<file path="config.mk">
export PLATFORM = sky130hd
export DESIGN_NAME = coarse_fifo_ctrl
export DESIGN_NICKNAME = d
export VERILOG_FILES = /design/src/rtl/coarse_fifo_ctrl.sv
export SDC_FILE = /design/constraint.sdc
export NUM_CORES = 1
export LEC_CHECK = 0
export CORE_AREA = 2 2 65 67
export DETAILED_ROUTE_END_ITERATION = 10
export DIE_AREA = 0 0 67 69
export HOLD_SLACK_MARGIN = 0.12
export PLACE_DENSITY = 0.51
export SYNTH_ARGS = -nofsm -noshare
export SYNTH_HDL_FRONTEND = slang
export SYNTH_SLANG_ARGS = --single-unit
</file>
<file path="constraint.sdc">
create_clock -name clk -period 1.86 [get_ports clk]
set_input_delay 0.186 -clock clk [delete_from_list [all_inputs] [get_ports clk]]
set_output_delay 0.186 -clock clk [all_outputs]
set_load 0.02 [all_outputs]
</file>
<file path="src/rtl/coarse_fifo_ctrl.sv">
// Coarse-timing FIFO controller: keeps DELAY samples of history ahead of a
// sync point, then reads out one FRAME_LEN burst from the external FIFO.
`timescale 1ns/1ps
module coarse_fifo_ctrl #(
    parameter int DEPTH     = 220,
    parameter int DELAY     = 64,
    parameter int FRAME_LEN = 160
) (
    input  logic       clk,
    input  logic       rst,
    input  logic       en,
    input  logic       in_valid,
    input  logic       sync_pulse,
    input  logic       out_ready,
    input  logic [8:0] fifo_count,
    input  logic       fifo_full,
    input  logic       fifo_empty,
    output logic       fifo_w_en,
    output logic       fifo_r_en,
    output logic       out_valid,
    output logic       frame_start,
    output logic       frame_end,
    output logic       sync_miss,
    output logic       drop,
    output logic       abort,
    output logic [1:0] state
);

    localparam int RW = $clog2(FRAME_LEN + 1);
    localparam logic [8:0]    DELAY_C = 9'(DELAY);
    localparam logic [8:0]    DEPTH_C = 9'(DEPTH);
    localparam logic [RW-1:0] FRAME_C = RW'(FRAME_LEN);
    localparam logic [RW-1:0] ONE_C   = RW'(1);

    typedef enum logic [1:0] {
        S_IDLE  = 2'b00,
        S_PRIME = 2'b01,
        S_HOLD  = 2'b10,
        S_BURST = 2'b11
    } state_t;

    state_t        r_state;
    logic [RW-1:0] r_remaining;

    logic w_has_data;
    logic w_full;
    logic w_we;
    logic w_re;
    logic w_burst_rd;
    logic w_sync_take;

    // Both the count and the flag must agree before a read is allowed.
    assign w_has_data  = (fifo_count != 9'd0) && !fifo_empty;
    assign w_full      = fifo_full || (fifo_count >= DEPTH_C);
    assign w_sync_take = en && (r_state == S_HOLD) && sync_pulse;

    always_comb begin
        w_we       = 1'b0;
        w_re       = 1'b0;
        w_burst_rd = 1'b0;
        if (en) begin
            case (r_state)
                S_PRIME: begin
                    if (fifo_count < DELAY_C)
                        w_we = in_valid;
                    else if (fifo_count > DELAY_C)
                        w_re = w_has_data;
                end
                S_HOLD: begin
                    // Paired write/discard keeps the history window fixed.
                    w_we = in_valid;
                    w_re = in_valid && w_has_data;
                end
                S_BURST: begin
                    w_burst_rd = out_ready && w_has_data && (r_remaining != '0);
                    w_re       = w_burst_rd;
                    w_we       = in_valid && (!w_full || w_burst_rd);
                end
                default: ;
            endcase
        end
    end

    assign fifo_w_en = w_we && !rst;
    assign fifo_r_en = w_re && !rst;
    assign state     = r_state;

    always_ff @(posedge clk or posedge rst) begin
        if (rst) begin
            r_state     <= S_IDLE;
            r_remaining <= '0;
            out_valid   <= 1'b0;
            frame_start <= 1'b0;
            frame_end   <= 1'b0;
            sync_miss   <= 1'b0;
            drop        <= 1'b0;
            abort       <= 1'b0;
        end else begin
            out_valid   <= w_burst_rd;
            frame_start <= w_burst_rd && (r_remaining == FRAME_C);
            frame_end   <= w_burst_rd && (r_remaining == ONE_C);
            sync_miss   <= sync_pulse && !w_sync_take;
            drop        <= in_valid && !w_we;
            abort       <= 1'b0;
            if (!en) begin
                r_state     <= S_IDLE;
                r_remaining <= '0;
                abort       <= (r_state == S_BURST) && (r_remaining != '0);
            end else begin
                case (r_state)
                    S_IDLE:  r_state <= S_PRIME;
                    S_PRIME: if (fifo_count == DELAY_C) r_state <= S_HOLD;
                    S_HOLD: begin
                        if (sync_pulse) begin
                            r_state     <= S_BURST;
                            r_remaining <= FRAME_C;
                        end
                    end
                    S_BURST: begin
                        if (w_burst_rd) begin
                            r_remaining <= r_remaining - ONE_C;
                            if (r_remaining == ONE_C)
                                r_state <= S_PRIME;
                        end
                    end
                    default: r_state <= S_IDLE;
                endcase
            end
        end
    end

endmodule

</file>
Word level (Yosys, flattened, before mapping)

Index checks and enable logic that the tools add are counted.

Input port bits: 17
Word-level logic and storage cells: 69
Flip-flop bits (word level): 16
Output and inout bits: 10

Order comparisons: 3
Mux-type cells: 20
Reductions and logical operators: 26
Equality and inequality tests: 11
Add/subtract/negate cells: 1

Operator list:

| operator                                                                      | number |
|---|---|
| 8-bit two-way mux                                                             | 3 |
| 8-bit case mux with 2 select lines                                            | 1 |
| 1-bit logical AND                                                             | 14 |
| 3-bit != test (second input constant)                                         | 4 |
| 2-bit two-way mux                                                             | 5 |
| 9-bit by 7-bit == test with 1-bit output (second input constant)              | 1 |
| 9-bit by 8-bit >= comparator with 1-bit output (second input constant)        | 1 |
| 9-bit by 7-bit > comparator with 1-bit output (second input constant)         | 1 |
| 9-bit by 7-bit less-than comparator with 1-bit output (second input constant) | 1 |
| 9-bit nonzero test                                                            | 1 |
| 8-bit by 1-bit == test with 1-bit output (second input constant)              | 1 |
| 8-bit == test (second input constant)                                         | 1 |
| 1-bit two-way mux                                                             | 8 |
| 2-bit case mux with 4 select lines                                            | 1 |
| 8-bit nonzero test                                                            | 1 |
| 8-bit by 1-bit subtractor with 8-bit output (second input constant)           | 1 |
| 1-bit case mux with 3 select lines                                            | 2 |
| 1-bit zero test                                                               | 5 |
| 2-bit == test (second input constant)                                         | 2 |
| 4-bit AND reduction                                                           | 1 |
| 3-bit by 1-bit != test with 1-bit output (second input constant)              | 1 |
| 3-bit AND reduction                                                           | 1 |
| 2-bit by 1-bit == test with 1-bit output (second input constant)              | 1 |
| 2-bit zero test                                                               | 1 |
| 1-bit logical OR                                                              | 2 |

Logic depth before layout (Yosys ltp)

Gate-level depths: netlist (run 1).

Depth in word-level cells: 10
Mapped depth: 7
Gate-level depth less buffers: 7

Worst setup path before layout (run 1)

No wires, ideal clock.

Path type: register -> register
Start: reg r_state[0] (netlist: state[0])
End: reg r_remaining[2]
Setup slack: -0.133 ns
Data required time: 1.780 ns
Setup time: 0.080 ns
Cell stages (with the launch flop): 8
Buffers on the path: 0
Arrival: 1.912 ns
Period minus slack after synthesis: 1.993 ns
Cells stage by stage: dfrtp_1 > inv_1 > ha_1 > and3b_1 > a311oi_2 > nand3b_2 > or3b_1 > o211ai_2

Cells in the longest elaborated chain, start to end: 5
Elaborated cells between the ends (all ways): 10
Those cells by class: eq/ne: 5; mux: 4; reduce/logical: 1

RTL lines:

| element                              | line    | source |
|---|---|---|
| from (decl)                          | 42      | `state_t r_state;` |
| from (signal assigned)               | 90      | `r_state <= S_IDLE;` |
| from (signal assigned)               | 106     | `r_state <= S_IDLE;` |
| from (signal assigned)               | 111     | `S_IDLE: r_state <= S_PRIME;` |
| 2-bit == test                        | 62, 110 |  |
| 1-bit two-way mux                    | 62      | `case (r_state)` |
| 1-bit two-way mux                    | 61      | `if (en) begin` |
| 3-bit != test (no source line)       | n/a     |  |
| 3-bit AND reduction (no source line) | n/a     |  |
| to (signal assigned)                 | 121     | `r_remaining <= r_remaining - ONE_C;` |
| to (decl)                            | 43      | `logic [RW-1:0] r_remaining;` |

Several ways; a longest one is shown, not always the timed one.
A chain may end at the register's enable or synchronous reset.

Worst setup path after layout (run 1)

Start: reg r_state[1] (netlist: state[1])
End: reg r_remaining[2]

The elaborated chain is that of the path after synthesis.

==> reports/metrics.cfg, run 1 <==
[yosys]
synth_flop_cell=dfrtp_1
ys_seq_area_frac=0.348
async_reset_ff_frac=1.00
ys_types=50
synth-seq-cells=16
syn_nets=147
yosysWarnings=0
synth_cells=123
synth_edf_count=0
avgSynthCellArea_um2=9.36
netlist_area_um2=1150

[clock_network]
clock_latency_ns=0.25
cts_root_buf=clkbuf_8
cts.sinks=16
cts_hold_buf=0
clk_pin_slew_ns=0.07
cts_tree=done
htree_levels=1
cts_buffers=3
clockBufferDepth=2

[setup_path]
worstSetupPathDepth=8
r2r_end=r_remaining[2]$_DFFE_PP0P_
start_kind=register
critical_path_class=reg -> reg
critical-path-top-delay-family=simple AND/OR/NAND/NOR gates
reg2reg_slack_ns=-0.04
cp.arrival_ns=2.07
cp_num_buf_inv=2
r2r_start=state[1]$_DFFE_PP0P_
worstPathCellList=buf_6 > ha_4 > and3b_2 > a311oi_2 > buf_4 > nand3b_4 > or3b_4 > o211ai_2
max_stage_delay_ns=0.43
reg2reg_depth=8
endpoint_kind=register
worstPathRequired_ns=2.03
cpMaxStageDelayCell=dfrtp_2
cp_max_fo=5

[hold_path]
hp-class=in -> async

[die]
dieArea_um2=4620
rows=23
dieHeight_um=69
core-area_um2=3910
ios=27
start_util=0.294
die_width_um=67

[timing]
slew_viol_final=0
finalSetupViolations=2
worst_slack_ns=-0.0417
min_period_ns=1.90
clock_skew_ns=0.00719
fin_crit_sh=1.02
finalHoldViolations=0
slew_headroom=0.740
worstMarginPinSlew_ns=0.390
rsz0062_at_grt=true
max_freq_ghz=0.526

[grt]
grt_max_degree=14
grt_usage=0.164
grt_pass1_wl_um=5870
gr-total-overflow=0
antenna_found_initial=0
grt_pass1_vias=1273

[pwr]
p_per_area_nw_per_um2=804
p_leak_nw=0.894
vdd_drop_max_mv=0.429

[job]
drv_cap=0

[detailed_routing]
ant_nets=0
drtIter0Drc=70
wl_um=3560
route.detailed.drc=0
drt_first_pass_iters=4
vias=1227
vias_per_cell=5.09
routedWlPerCell_um=14.8

[layout]
syn_to_final_growth_pct=71.2
fin_area_um2=1970
num_antenna_cells=0
drive_gt1_frac=0.440
nFillCells=381
layout.nets=216

[placed_design]
io_buffer_count=26
postPlaceCellArea_um2=1770
hpwl_um=2740
dp_slack_ns=-0.514
place_congestion=0.868

[run_status]
violations=negative setup slack
status=finished, violations left

## state kept, by name (all words and copies together), names as in the netlist
| register | count |
|---|---|
| frame_end | 1 |
| drop | 1 |
| r_remaining | 8 |
| state | 2 |
| sync_miss | 1 |
| out_valid | 1 |
| frame_start | 1 |
| abort | 1 |
## routing by layer
metal | up-vias | wire length (um) | track usage
li1 | 594 | - | -
met1 | 588 | 1560 | 0.214
met4 | 0 | 87 | 0.0680
met5 | - | 0 | 0
met2 | 39 | 1800 | 0.267
met3 | 6 | 119 | 0.0212
## final cells by class
cell class / count / area [um^2] / share of cell area
clock buffer: 4 / 45.0 / 0.0229
multi-input combinational: 96 / 855 / 0.434
sequential: 16 / 403 / 0.204
inverter: 8 / 30.0 / 0.0152
tap: 50 / 62.6 / 0.0317
timing repair buffer: 67 / 576 / 0.292
## cells in the final DEF, fill, tap and decap left out, types with 2 or more instances in the layout
master / synthesis / routed
clkbuf_8: 0 / 3
dfrtp_1: 16 / 14
ha_1: 7 / 4
a21oi_1: 4 / 2
buf_4: 1 / 39
a21oi_2: 0 / 2
nor2b_1: 3 / 2
nand2_1: 12 / 12
buf_6: 0 / 3
and3_1: 4 / 2
nor2_1: 8 / 7
nand2b_1: 4 / 4
a311oi_2: 2 / 3
a31oi_1: 3 / 3
and3_4: 0 / 2
nor3_4: 0 / 3
clkdlybuf4s50_1: 0 / 21
inv_2: 0 / 3
inv_1: 8 / 5
ha_4: 0 / 3
dlymetal6s2s_1: 0 / 2
dfrtp_2: 0 / 2
nand3_1: 6 / 6
a31o_2: 2 / 2
o21ai_0: 3 / 2
nor2_2: 1 / 2
## timing repair
action | CTS | global route
endpoints found under the hold margin | 0 | 0
gates resized for setup | 21 | 22
pin swaps | 6 | 10
setup buffers | 3 | 0
gates cloned | 0 | 0
setup endpoints to repair | 7 | 10
## where the power goes
part | switching [W] | internal (W)
sequential | 0.0000412 | 0.000392
clock | 0.000125 | 0.000152
combinational | 0.000422 | 0.000453
## logic make-up after synthesis
| group | count (synthesis) | share of synthesized area |
|---|---|---|
| AO/OA/AOI/OAI | 32 | 0.232 |
| adder cells (fa/ha/maj) | 7 | 0.0761 |
| buffers and inverters | 11 | 0.0391 |
| flip-flops | 16 | 0.348 |
| AND/OR/NAND/NOR | 57 | 0.305 |
## worst max path at each step
stage	from	endpoint	slack, ns
global route	state[1]$_DFFE_PP0P_	r_remaining[2]$_DFFE_PP0P_	-0.10
CTS	state[1]$_DFFE_PP0P_	r_remaining[2]$_DFFE_PP0P_	-0.06
detailed placement	fifo_count[3]	fifo_w_en	-0.51
global placement	fifo_count[3]	fifo_w_en	-0.47
floorplan	state[0]$_DFFE_PP0P_	r_remaining[2]$_DFFE_PP0P_	-0.005
finish	state[1]$_DFFE_PP0P_	r_remaining[2]$_DFFE_PP0P_	-0.04
## cells in the mapped netlist (2+ instances only)
master	n	area, um^2
a21oi_1	4	20.0
nand2b_1	4	25.0
ha_1	7	87.6
inv_1	8	30.0
nor3_2	4	40.0
clkbuf_1	2	7.51
nand2_1	12	45.0
a31oi_1	3	18.8
a41oi_1	2	17.5
a31o_2	2	17.5
o21ai_0	3	15.0
a311oi_2	2	30.0
dfrtp_1	16	400
nor2_1	8	30.0
nor2b_1	3	18.8
and3_1	4	25.0
nand3_1	6	30.0
## metrics by stage
stage          total power [W]  setup TNS, ns   util  hold slack (ns)  cells
2_1_floorplan         0.000805       -0.00514      -           0.0996    123
3_5_place_dp           0.00116          -2.39  0.452            0.532    234
3_3_place_gp           0.00115          -2.02  0.452            0.528    234
4_1_cts                0.00149         -0.103  0.477            0.258    241
6_report               0.00158        -0.0569  0.504            0.246    241
5_1_grt                0.00168         -0.333  0.504            0.283    241
## worst register-to-register path: cells and delay by family, from the launching register on
kind	cells	cell delay, ns
and+or+nand+nor	3	0.71
DFF	1	0.43
buffers and inverters	2	0.30
AOI/OAI and AO/OA	2	0.24
adders and majority gates	1	0.14
(Power assumes the default switching activity.)
==> inputs of run 2 (changes only) <==
--- a/config.mk
+++ b/config.mk
@@ -5,11 +5,11 @@
 export SDC_FILE = /design/constraint.sdc
 export NUM_CORES = 1
 export LEC_CHECK = 0
-export CORE_AREA = 2 2 65 67
+export CORE_AREA = 2 2 55 57
 export DETAILED_ROUTE_END_ITERATION = 10
-export DIE_AREA = 0 0 67 69
+export DIE_AREA = 0 0 57 59
 export HOLD_SLACK_MARGIN = 0.12
-export PLACE_DENSITY = 0.51
+export PLACE_DENSITY = 0.68
 export SYNTH_ARGS = -nofsm -noshare
 export SYNTH_HDL_FRONTEND = slang
 export SYNTH_SLANG_ARGS = --single-unit
==> constraint.sdc (replaced) <==
create_clock -name clk -period 1.86 [get_ports clk]
set_input_delay 0.186 -clock clk [delete_from_list [all_inputs] [get_ports clk]]
set_output_delay 0.186 -clock clk [all_outputs]
set_load 0.005 [all_outputs]
==> run 2 against run 1 <==
Effect of this change:
- the flow still finishes with violations (negative setup slack)
- register-to-register slack lost 0.02 ns
- routed wire length grew 4.7%
- sequential share of layout area grew 0.40 points
- final area shrank 2.2%
- clock skew shrank 0.0021 ns
- clock-buffer cell count shrank 1
- via count grew 4.2%
- flip-flop and latch count is the same
- fmax shrank 1.1%
- critical endpoint unchanged
- clock power shrank 29%
==> reports/metrics.cfg, run 2 (same netlist as run 1, synthesis figures left out) <==
[layout]
layout.nets=219  ; +1.4%
layout_commonest_cell=buf_4
drive_gt1_frac=0.482  ; +0.0421
layout_common_cells=41 x buf_4, 20 x clkdlybuf4s50_1, 15 x dfrtp_1
nFillCells=209  ; -45%
largest_register_ffs=8  ; unchanged
num_antenna_cells=0  ; unchanged
register_area_um2=402  ; -0.31%
syn_to_final_growth_pct=67.4
top_register=r_remaining
multi_input_area_um2=847  ; -0.88%
finalNonFillerCells=224  ; -7.1%

[setup_path]
reg2reg_depth=8  ; unchanged
reg2reg_slack_ns=-0.06  ; -0.02 ns
start_kind=register
r2r_end=r_remaining[2]$_DFFE_PP0P_
cp.arrival_ns=2.15  ; +0.08 ns
worstPathRequired_ns=2.09  ; +0.06 ns
cp_max_fo=4  ; -1
r2r_start=state[1]$_DFFE_PP0P_
endpoint_kind=register
critical_path_class=reg -> reg

[clock_network]
clk_pin_slew_ns=0.10  ; +0.03 ns
clock_latency_ns=0.30  ; +0.05 ns
htree_levels=1  ; unchanged
cts_root_buf=clkbuf_4
cts.sinks=16  ; unchanged
cts_buffers=3  ; unchanged
clockBufferDepth=2  ; unchanged
cts_tree=done
cts_hold_buf=0  ; unchanged

[die]
core-area_um2=2710  ; -31%
dieArea_um2=3360  ; -27%
die_width_um=57  ; -15%
ios=27  ; unchanged
rows=19  ; -17%
dieHeight_um=59  ; -14%
start_util=0.425  ; +0.131

[grt]
grt_pass1_wl_um=6130  ; +4.6%
grt_usage=0.236  ; +0.0719
grt_pass1_vias=1349  ; +6.0%
antenna_found_initial=0  ; unchanged
gr-total-overflow=0  ; unchanged
grt_max_degree=17  ; +3

[timing]
finalSetupViolations=1  ; -1
tns_ns=-0.0623  ; -0.00538 ns
max_freq_ghz=0.520  ; -1.1%
finalHoldViolations=0  ; unchanged
min_period_ns=1.92  ; +0.0205 ns
fin_crit_sh=1.03  ; +0.0110
worst_slack_ns=-0.0623  ; -0.0205 ns
clock_skew_ns=0.00504  ; -0.00215 ns
worstMarginPinSlew_ns=0.675  ; +0.285 ns
rsz0062_at_grt=true
slew_viol_final=0  ; unchanged
slew_headroom=0.550  ; -0.190

[detailed_routing]
drt_first_pass_iters=4  ; unchanged
routedWlPerCell_um=16.6  ; +13%
route.detailed.drc=0  ; unchanged
vias_per_cell=5.71  ; +12%
vias=1279  ; +4.2%
drtIter0Drc=41  ; -41%
wl_um=3730  ; +4.7%
ant_nets=0  ; unchanged

[pwr]
p_leak_nw=0.885  ; -1.0%
vdd_drop_max_mv=0.702  ; +64%
power_w=0.00154  ; -2.7%
p_per_area_nw_per_um2=800  ; -0.45%

[placed_design]
dp_slack_ns=-0.425  ; +0.0888 ns
io_buffer_count=26  ; unchanged
dp_cells=211  ; -9.8%
place_congestion=0.863  ; -0.59%
hpwl_um=2670  ; -2.3%

[run_status]
status=finished, violations left
violations=negative setup slack

[hold_path]
hp-class=in -> async

[job]
drv_cap=0  ; unchanged

==> run 2: critical path, stage by stage, from the launching register on <==
cell,delay (ns)
dfrtp_1,0.41
buf_6,0.13
ha_4,0.15
and3b_2,0.21
a311oi_2,0.19
buf_4,0.18
nand3b_4,0.10
or3b_4,0.41
o211ai_2,0.06
==> run 2: layer usage <==
layer	GRT usage	vias to the layer above	share of wire
met4	0.0831	0	0.017
li1	-	600	-
met5	0	-	0
met3	0.0371	9	0.056
met1	0.294	624	0.42
met2	0.415	46	0.51
==> run 2: area by class of cell <==
class,instances,share of cell area
clock buffers,3,0.0117
inverters,8,0.0169
multi-input cells,96,0.440
flip-flops and latches,16,0.208
well taps,31,0.0201
repair buffers,70,0.303
==> run 2: metrics by stage <==
stage	cell area, um^2	utilization	hold slack (ns)
2_1_floorplan	1160	-	0.0997
3_3_place_gp	1700	0.628	0.557
3_5_place_dp	1700	0.628	0.571
4_1_cts	1870	0.692	0.390
5_1_grt	1930	0.711	0.444
6_report	1930	0.711	0.382
==> run 2: what timing repair did <==
item                                    in CTS  in global routing
pin swaps                                   10                  4
gates resized for setup                     34                 19
endpoints found under the setup margin       6                 10
gates cloned                                 0                  0
buffers inserted                             9                  2
==> run 2: worst max-delay path by stage <==
stage | start | to | slack [ns] | cells past startpoint
global placement | fifo_count[3] | fifo_w_en | -0.36 | 7
finish | state[1]$_DFFE_PP0P_ | r_remaining[2]$_DFFE_PP0P_ | -0.06 | 8
floorplan | state[0]$_DFFE_PP0P_ | r_remaining[2]$_DFFE_PP0P_ | -0.005 | 7
detailed placement | fifo_count[4] | fifo_w_en | -0.42 | 6
global route | state[1]$_DFFE_PP0P_ | r_remaining[2]$_DFFE_PP0P_ | -0.11 | 8
CTS | state[1]$_DFFE_PP0P_ | r_remaining[2]$_DFFE_PP0P_ | -0.04 | 8
==> run 2: power by group <==
part | total, W | switching (W) | internal [W]
combinational | 0.000909 | 0.000400 | 0.000509
clock | 0.000198 | 0.000123 | 0.0000756
sequential | 0.000435 | 0.0000450 | 0.000390
total | 0.00154 | 0.000567 | 0.000975
